### src/rtl/demux_1to2_stream.sv
// demux_1to2_stream
//   1:2 valid/ready stream demultiplexer. One input stream is steered to
//   output 0 or output 1. The route is picked from sel on the first beat of
//   a packet and then held until the beat flagged last is accepted.
//   Each output has one register stage, so latency is one cycle, and full
//   throughput is kept because a stage can drain and refill on the same edge.
//
// Ports
//   clk, rst_n                    clock (rising edge) and async active-low reset
//   in_data/in_valid/in_last      input beat
//   in_ready                      input beat accepted this cycle (combinational)
//   sel                           route select, sampled only while idle
//   out0_data/valid/last, out0_ready   output 0 stream (registered)
//   out1_data/valid/last, out1_ready   output 1 stream (registered)
//   busy                          1 while a multi-beat packet is in progress
//   route                         current target output
module demux_1to2_stream #(
    parameter int WIDTH = 8
) (
    input  logic             clk,
    input  logic             rst_n,
    input  logic [WIDTH-1:0] in_data,
    input  logic             in_valid,
    input  logic             in_last,
    output logic             in_ready,
    input  logic             sel,
    output logic [WIDTH-1:0] out0_data,
    output logic             out0_valid,
    output logic             out0_last,
    input  logic             out0_ready,
    output logic [WIDTH-1:0] out1_data,
    output logic             out1_valid,
    output logic             out1_last,
    input  logic             out1_ready,
    output logic             busy,
    output logic             route
);

    typedef enum logic [0:0] {
        ST_IDLE   = 1'b0,
        ST_LOCKED = 1'b1
    } state_t;

    state_t           state_r;
    state_t           state_nxt_s;
    logic             route_r;
    logic             route_nxt_s;
    logic             target_s;
    logic             accept_s;
    logic             load0_s;
    logic             load1_s;

    logic [WIDTH-1:0] out0_data_r;
    logic             out0_valid_r;
    logic             out0_last_r;
    logic [WIDTH-1:0] out1_data_r;
    logic             out1_valid_r;
    logic             out1_last_r;

    // Target selection and input handshake; only the target's stage gates in_ready.
    always_comb begin
        target_s = route_r;
        if (state_r == ST_IDLE) begin
            target_s = sel;
        end else begin
            target_s = route_r;
        end
        in_ready = 1'b0;
        if (target_s) begin
            in_ready = !out1_valid_r || out1_ready;
        end else begin
            in_ready = !out0_valid_r || out0_ready;
        end
        accept_s = in_valid && in_ready;
        load0_s  = accept_s && !target_s;
        load1_s  = accept_s && target_s;
    end

    // Next-state logic: lock on a non-last first beat, unlock when last is accepted.
    always_comb begin
        state_nxt_s = state_r;
        route_nxt_s = route_r;
        case (state_r)
            ST_IDLE: begin
                if (accept_s && !in_last) begin
                    state_nxt_s = ST_LOCKED;
                    route_nxt_s = sel;
                end else begin
                    state_nxt_s = ST_IDLE;
                end
            end
            ST_LOCKED: begin
                if (accept_s && in_last) begin
                    state_nxt_s = ST_IDLE;
                end else begin
                    state_nxt_s = ST_LOCKED;
                end
            end
            default: begin
                state_nxt_s = ST_IDLE;
                route_nxt_s = 1'b0;
            end
        endcase
    end

    // FSM state and locked route register.
    always_ff @(posedge clk or negedge rst_n) begin
        if (!rst_n) begin
            state_r <= ST_IDLE;
            route_r <= 1'b0;
        end else begin
            state_r <= state_nxt_s;
            route_r <= route_nxt_s;
        end
    end

    // Output 0 stage: load on accept, clear valid once consumed and not refilled.
    always_ff @(posedge clk or negedge rst_n) begin
        if (!rst_n) begin
            out0_data_r  <= {WIDTH{1'b0}};
            out0_last_r  <= 1'b0;
            out0_valid_r <= 1'b0;
        end else if (load0_s) begin
            out0_data_r  <= in_data;
            out0_last_r  <= in_last;
            out0_valid_r <= 1'b1;
        end else if (out0_ready) begin
            out0_valid_r <= 1'b0;
        end
    end

    // Output 1 stage: same behaviour as output 0, drains independently.
    always_ff @(posedge clk or negedge rst_n) begin
        if (!rst_n) begin
            out1_data_r  <= {WIDTH{1'b0}};
            out1_last_r  <= 1'b0;
            out1_valid_r <= 1'b0;
        end else if (load1_s) begin
            out1_data_r  <= in_data;
            out1_last_r  <= in_last;
            out1_valid_r <= 1'b1;
        end else if (out1_ready) begin
            out1_valid_r <= 1'b0;
        end
    end

    assign out0_data  = out0_data_r;
    assign out0_valid = out0_valid_r;
    assign out0_last  = out0_last_r;
    assign out1_data  = out1_data_r;
    assign out1_valid = out1_valid_r;
    assign out1_last  = out1_last_r;
    assign busy       = (state_r == ST_LOCKED);
    assign route      = target_s;

endmodule

### config.mk
export PLATFORM = sky130hd
export DESIGN_NAME = demux_1to2_stream
export DESIGN_NICKNAME = d
export VERILOG_FILES = /design/src/rtl/demux_1to2_stream.sv
export SDC_FILE = /design/constraint.sdc
export NUM_CORES = 1
export LEC_CHECK = 0
export BUFFER_PORTS_ARGS = -buffer_cell sky130_fd_sc_hd__buf_4
export CORE_MARGIN = 2
export CORE_UTILIZATION = 49
export CTS_CLUSTER_SIZE = 8
export DETAILED_ROUTE_END_ITERATION = 7
export GPL_ROUTABILITY_DRIVEN = 1
export PLACE_DENSITY = 0.82
export REMOVE_ABC_BUFFERS = 1
export SLEW_MARGIN = 20
export SYNTH_ARGS = -nofsm -noshare
export SYNTH_HDL_FRONTEND = slang
export SYNTH_SLANG_ARGS = --single-unit
### constraint.sdc
create_clock -name clk -period 2.8 [get_ports clk]
set_input_delay 0.28 -clock clk [delete_from_list [all_inputs] [get_ports clk]]
set_output_delay 0.28 -clock clk [all_outputs]
set_load 0.05 [all_outputs]
Word-level counts from Yosys, hierarchy flattened
Index checks and enable logic that the tools add are counted.

Input port bits: 15. Register bits: 22. Output and inout port bits: 23. Logic and storage cells: 32.

Reductions and logical operators: 14. Bitwise gates (word level): 1. Multiplexer cells: 9.

Operator list (number): 1-bit 2-to-1 mux (8); 1-bit logical AND (5); 1-bit zero test (4); 2-bit nonzero test (2); 1-bit logical OR (2); 1-bit one-hot mux with 2 select lines (1); 2-bit AND reduction (1); 1-bit NOT (1).

Longest topological paths before layout
Gate-level depths: netlist (run 1).

Depth after elaboration: 7. Gate-level depth with buffers: 6.

Worst setup path before layout (run 1)
No wires, ideal clock.

Kind: register to output. Start point: register (tool-made name). End point: output port in_ready. Stages on the path, launching flop included: 5. Arrival time: 1.857 ns. Slack: 0.663 ns. Data required time: 2.520 ns. Cells stage by stage: dfrtp_1 > mux2i_2 > inv_2 > nor2_1 > nor2_1.

RTL lines: end: declaration (RTL line 25) `output logic in_ready,`.

==> summary.txt, run 1 <==
Layout
  – Antenna diodes: 0
  – Share of layout cells above drive strength 1: 67.0%
  – Layout Nets: 113
  – Area Overhead vs Synth: 37.4%
  – # fillers: 135

Place
  – PortBufs: 37
  – Post-DP HPWL: 1200 µm
  – GPL Wtd Cong: 0.674

Worst hold path
  – Hold Crit Depth: 2
  – Hold endpoint: route_r
  – Hold crit path type: in2reg
  – Worst Hold Launch: sel

Logic synthesis
  – Yosys cell types: 14
  – Syn_area_per_cell: 15.6 µm²
  – Post-Syn Area: 890 µm²
  – Sequential area share after synthesis: 61.9%
  – Warnings, synthesis: 0
  – Post-synthesis instance total: 57
  – Seq cells post-synth: 22

STA
  – Slew Limit Fails: 0
  – Fin crit share: between 60% and 70%
  – RSZ-0062 raised after global routing: no
  – Fin crit period: between 1500 and 2000 ps
  – Actual slew at the worst max-slew pin: 316 ps
  – Rel. slew slack: 78.9%
  – Final Hold Vio Count: 0
  – Final setup fails: 0
  – Setup TNS: 0 ps
  – Post-Route Skew: ~3.6 ps
  – Achievable clock frequency: between 0.5 and 0.6 GHz

Worst setup path
  – R2r setup slk: 1010 ps
  – Setup crit start kind: flop
  – Crit end category: flop
  – Crit path arrival time: 1980 ps
  – Worst EP required: 2990 ps
  – Worst-path maximum fanout: 13
  – Reg-to-Reg End: route_r
  – Crit path kind: reg2reg
  – Reg2Reg Depth: 4

CTS
  – Max clock buf depth: 2
  – TritonCTS Buffers: 3
  – Cts repair resizes: 0
  – CTS H-tree lvls: 1
  – Total clock sinks: 22
  – Reg clk slew, reported paths: between 100 and 150 ps
  – Cts hold-fix bufs: 1
  – Post-CTS Setup Inserts: 0
  – Worst skew pair latency: 290 ps
  – Root Driver: clkbuf_4
  – CTS tree: done

Drt
  – Final ANT Viol Nets: 0
  – WL final: roughly 1600 µm
  – WL per Instance: ~13 µm
  – First-pass DRT Iterations: 3
  – Detailed-route via count: 589
  – DRC Markers: 0
  – Via/cell ratio: roughly 4.8
  – DRT iter0 DRCs: 4

GRT
  – GR Util All Layers: 16.2%
  – First-pass GRT wire length: 2430 µm
  – Vias in the first global route: 559
  – Largest net degree at the start of global routing: 23
  – Gr ovfl total: 0
  – Initial antenna violation count: 0

Floorplanning
  – DIE AREA: 0.00217 mm²
  – Starting density of the core: 52.1%
  – Die Y: 46.6 µm
  – Core Area: 0.00171 mm²
  – Die X: 46.6 µm
  – Ports: 38
  – FP Rows: 15

Job
  – Max Cap Violations: 0

Outcome
  – Status: complete, no violations
[cell usage after synthesis]
cell type,number,area share [%]
dfrtp_1,22,62
mux2_2,18,23
nor2_1,3,1.3
buf_6,2,2.5
nand2_1,2,0.84
nand2b_1,2,1.4
a211oi_2,1,1.4
a21oi_1,1,0.56
a31o_2,1,0.98
inv_2,1,0.42
mux2_1,1,1.3
mux2i_2,1,1.5
nand3_2,1,1.1
nand3_4,1,2.0
[metrics by stage]
step	hold WS (ps)	instance area, µm²	cells	worst slack [ps]	util (%)
3_5_place_dp	183	1180	117	1010	68.9
6_report	216	1220	122	1010	71.6
3_3_place_gp	180	1180	117	1060	68.9
5_1_grt	196	1220	122	905	71.6
4_1_cts	206	1220	122	998	71.6
2_1_floorplan	-15.6	867	55	663	-
[logic make-up (layout without fill, tap and decap cells)]
kind of cell | count (synthesis) | count (layout) | share of synthesized area, %
flip-flops | 22 | 22 | 61.9
multiplexers | 20 | 20 | 25.6
AND/OR/NAND/NOR | 9 | 9 | 6.61
AO/OA/AOI/OAI | 3 | 3 | 2.95
buffers and inverters | 3 | 43 | 2.95
[critical path: stages (launching register included)]
cell	delay (ps)
dfrtp_1	440
mux2i_2	310
nand3_2	320
a211oi_2	270
mux2_1	340
[registers in the layout, summed over array words and instances, names as in the netlist, named ones only]
register / cells
out1_last: 1
route_r: 1
out0_last: 1
out1_data: 8
out0_data: 8
out1_valid: 1
out0_valid: 1
[routing by layer]
layer | track usage, % | routed length, µm
met5 | 0 | 0
met4 | 5.00 | 0
met3 | 3.53 | 100
met2 | 28.6 | 808
met1 | 19.7 | 643
[layout make-up]
cell class / count / area, µm² / share of cell area, %
multi-input cells: 32 / 313 / 25.6
clock buffers: 4 / 36.3 / 2.97
inverters: 1 / 3.75 / 0.307
flip-flops and latches: 22 / 551 / 45.0
well taps: 25 / 31.3 / 2.56
repair buffers: 38 / 288 / 23.5
[placed cells by master (no fill, tap or decap), drive strengths merged]
cell type,instances
a211oi,1
a21oi,1
a31o,1
buf,37
clkbuf,4
dfrtp,22
dlygate4sd3,1
inv,1
mux2,19
mux2i,1
nand2,2
nand2b,2
nand3,2
nor2,3
[how the worst max path moves through the flow]
stage | from | endpoint
floorplan | flop | in_ready
global placement | flop | route_r
detailed placement | flop | route_r
CTS | flop | route_r
global route | flop | route_r
finish | flop | route_r
Power of run 1 is left out: the tool's default activity adds up to more than one toggle a clock period on the data nets, which glitch-free logic cannot reach.
==> inputs of run 2 (changes only) <==
ABC_AREA = 1   (was default)
CORE_UTILIZATION = 42   (was 49)
PLACE_DENSITY = 0.73   (was 0.82)
clock period = 1.5 ns   (was 2.8 ns; I/O delays follow)
==> summary.txt, run 2 <==
GRT
  – First-pass GRT wire length: 3140 µm (+29%)
  – Largest net degree at the start of global routing: 23 (unchanged)
  – GR Util All Layers: 15.9% (-0.29 points)
  – Initial antenna violation count: 0 (unchanged)
  – Gr ovfl total: 0 (unchanged)
  – Vias in the first global route: 736 (+32%)

CTS
  – CTS H-tree lvls: 1 (unchanged)
  – Reg clk slew, reported paths: 120 ps (about the same)
  – Total clock sinks: 22 (unchanged)
  – TritonCTS Buffers: 3 (unchanged)
  – Root Driver: clkbuf_4
  – CTS tree: done
  – Max clock buf depth: 2 (unchanged)
  – Worst skew pair latency: 300 ps (about the same)

Drt
  – Detailed-route via count: 794 (+35%)
  – DRT iter0 DRCs: 19 (+15)
  – Met3 WL post-DR: 113 µm (+13%)
  – Via/cell ratio: 4.67 (-3.3%)
  – DRC Markers: 0 (unchanged)
  – Met1 Wirelength: 874 µm (+36%)
  – Final ANT Viol Nets: 0 (unchanged)
  – WL met2: 1100 µm (+36%)
  – WL per Instance: 12.3 µm (-3.0%)
  – WL final: 2100 µm (+35%)
  – Top Metal Used: met4
  – First-pass DRT Iterations: 3 (unchanged)

Outcome
  – Status: complete, no violations

Worst setup path
  – Slowest stage delay, CP: 430 ps (about the same)
  – Worst-path cell with the longest stage delay: dfrtp_1
  – Crit end category: primary output
  – Worst-path maximum fanout: 4 (-9)
  – Crit path arrival time: 1290 ps (-690 ps)
  – Setup crit start kind: flop
  – Reg2Reg Depth: 7 (+3)
  – Buf+Inv Stages, Crit Path: 2 (+2)
  – Crit-path cells: inv_2 -> nand2_4 -> nand2_4 -> nand2_2 -> nand2_2 -> buf_8
  – R2r setup slk: 120 ps (-890 ps)
  – Worst EP required: 1350 ps (-1640 ps)
  – Crit path kind: reg2out
  – Crit-path leading delay family: flip-flops

Place
  – Post-place setup slack: 206 ps (-807 ps)
  – Cells after DPL: 162 (+38%)
  – PortBufs: 37 (unchanged)
  – GPL Wtd Cong: 0.732 (+8.6%)
  – Post-DP HPWL: 1450 µm (+20%)

Layout
  – Share of layout cells above drive strength 1: 42.3% (-25 points)
  – Antenna diodes: 0 (unchanged)
  – # fillers: 208 (+54%)
  – Most common cell after layout, fill and taps aside: buf_4
  – Most frequent cells in the layout: 40 x buf_4, 29 x nand2_1, 22 x dfrtp_1
  – Final Instance Count excl. Fillers: 170 (+39%)
  – Area Overhead vs Synth: 40.5%
  – Layout Nets: 158 (+40%)

Logic synthesis
  – Area leader, netlist: dfrtp_1
  – Post-synth EDFFs: 0 (unchanged)
  – Sequential area share after synthesis: 57.5% (-4.4 points)
  – FFs w/ async S/R, synth: 100% (unchanged)
  – Post-Syn Area: 957 µm² (+7.6%)
  – Post-synth top area share: 57.5% (-4.4 points)
  – Syn_area_per_cell: 9.57 µm² (-39%)
  – Warnings, synthesis: 0 (unchanged)
  – Post-synthesis instance total: 100 (+75%)
  – Synth cell count leaders: 31 x nand2_1, 22 x dfrtp_1, 13 x inv_1
  – Area contributors post-synth: dfrtp_1 58%, nand2_1 12%, o21ai_2 8.2%
  – Most frequent cell after synthesis: nand2_1
  – Yosys cell types: 14 (unchanged)
  – Dominant synthesized flop cell: dfrtp_1
  – Seq cells post-synth: 22 (unchanged)

Floorplanning
  – Starting density of the core: 43.7% (-8.4 points)
  – Ports: 38 (unchanged)
  – DIE AREA: 0.00268 mm² (+23%)
  – Die Y: 51.7 µm (+11%)
  – Die X: 51.7 µm (+11%)
  – Core Area: 0.00219 mm² (+28%)
  – FP Rows: 17 (+2)

Job
  – Max Cap Violations: 0 (unchanged)

STA
  – Achievable clock frequency: 0.692 GHz
  – Fin crit share: 96.3%
  – Final setup fails: 0 (unchanged)
  – Slew Limit Fails: 0 (unchanged)
  – Post-Route Skew: 7.86 ps (+4.27 ps)
  – Final WS setup: 55.5 ps (-957 ps)
  – Rel. slew slack: 81.2% (+2.3 points)
  – Actual slew at the worst max-slew pin: 283 ps (-33.8 ps)
  – Fin crit period: 1440 ps
  – Final Hold Vio Count: 0 (unchanged)

Worst hold path
  – Hold crit path type: in2reg
  – Hold Crit Depth: 3 (+1)
  – Hold endpoint: out1_data[5]
  – Worst Hold Launch: in_data[5]
-- run 2: changes by cell type after synthesis, moves of 5 or more --
cell,delta
o21ai_1,+9
nand3_1,+5
nand2_1,+29
o21ai_2,+9
inv_1,+13
mux2_2,-18
-- run 2: how the worst max path moves through the flow --
stage	start	endpoint	slack, ps	cells past startpoint
CTS	flop	in_ready	10	6
detailed placement	flop	flop	210	6
floorplan	flop	route_r	-380	7
finish	flop	in_ready	60	6
global route	flop	in_ready	-20	6
global placement	flop	flop	290	6
-- run 2: layout make-up --
cell class / instances / area [µm²] / area share [%]
Clock buffer: 3 / 22.5 / 1.67
Clock inverter: 1 / 30.0 / 2.23
Inverter: 14 / 52.6 / 3.91
Multi-Input combinational cell: 60 / 329 / 24.5
Sequential cell: 22 / 551 / 40.9
Tap cell: 28 / 35.0 / 2.60
Timing Repair Buffer: 42 / 325 / 24.2
-- run 2: metrics by stage --
| step | hold WS (ps) | setup TNS [ps] | utilization (%) | cell area [µm²] |
|---|---|---|---|---|
| final | 103 | 0 | 61.4 | 1350 |
| after global routing | 83.0 | -17.6 | 61.4 | 1350 |
| after CTS | 101 | 0 | 59.9 | 1310 |
| after detailed placement | 52.2 | 0 | 56.7 | 1240 |
| after global placement | 54.9 | 0 | 56.7 | 1240 |
| after floorplan | -146 | -2350 | - | 922 |
-- run 2: repair_timing --
item                       CTS  global route
hold endpoints to repair    22             0
setup endpoints to repair    1             1
pin swaps                    0             3
gates resized for setup      0             5
buffers inserted             1             2
gates cloned                 0             0
hold buffers                 1             0
-- run 2: worst min-delay path, cell delays in order --
cell and delay, ps:
buf_4 80, inv_1 40, o21ai_2 110
-- run 2: cell families (layout without fill, tap and decap cells) --
kind of cell,count (synthesis),in the layout,synth area share [%]
buffers and inverters,18,60,9.15
AND/OR/NAND/NOR,42,42,20.4
flip-flops,22,22,57.5
AO/OA/AOI/OAI,18,18,12.9
-- run 2: layer usage --
metal  GRT usage (%)  vias up
li1                -      401
met1            21.4      365
met2            25.9       26
met3            4.02        2
met4            3.95        0
met5               0        -
Power of run 2 is left out for the same reason.
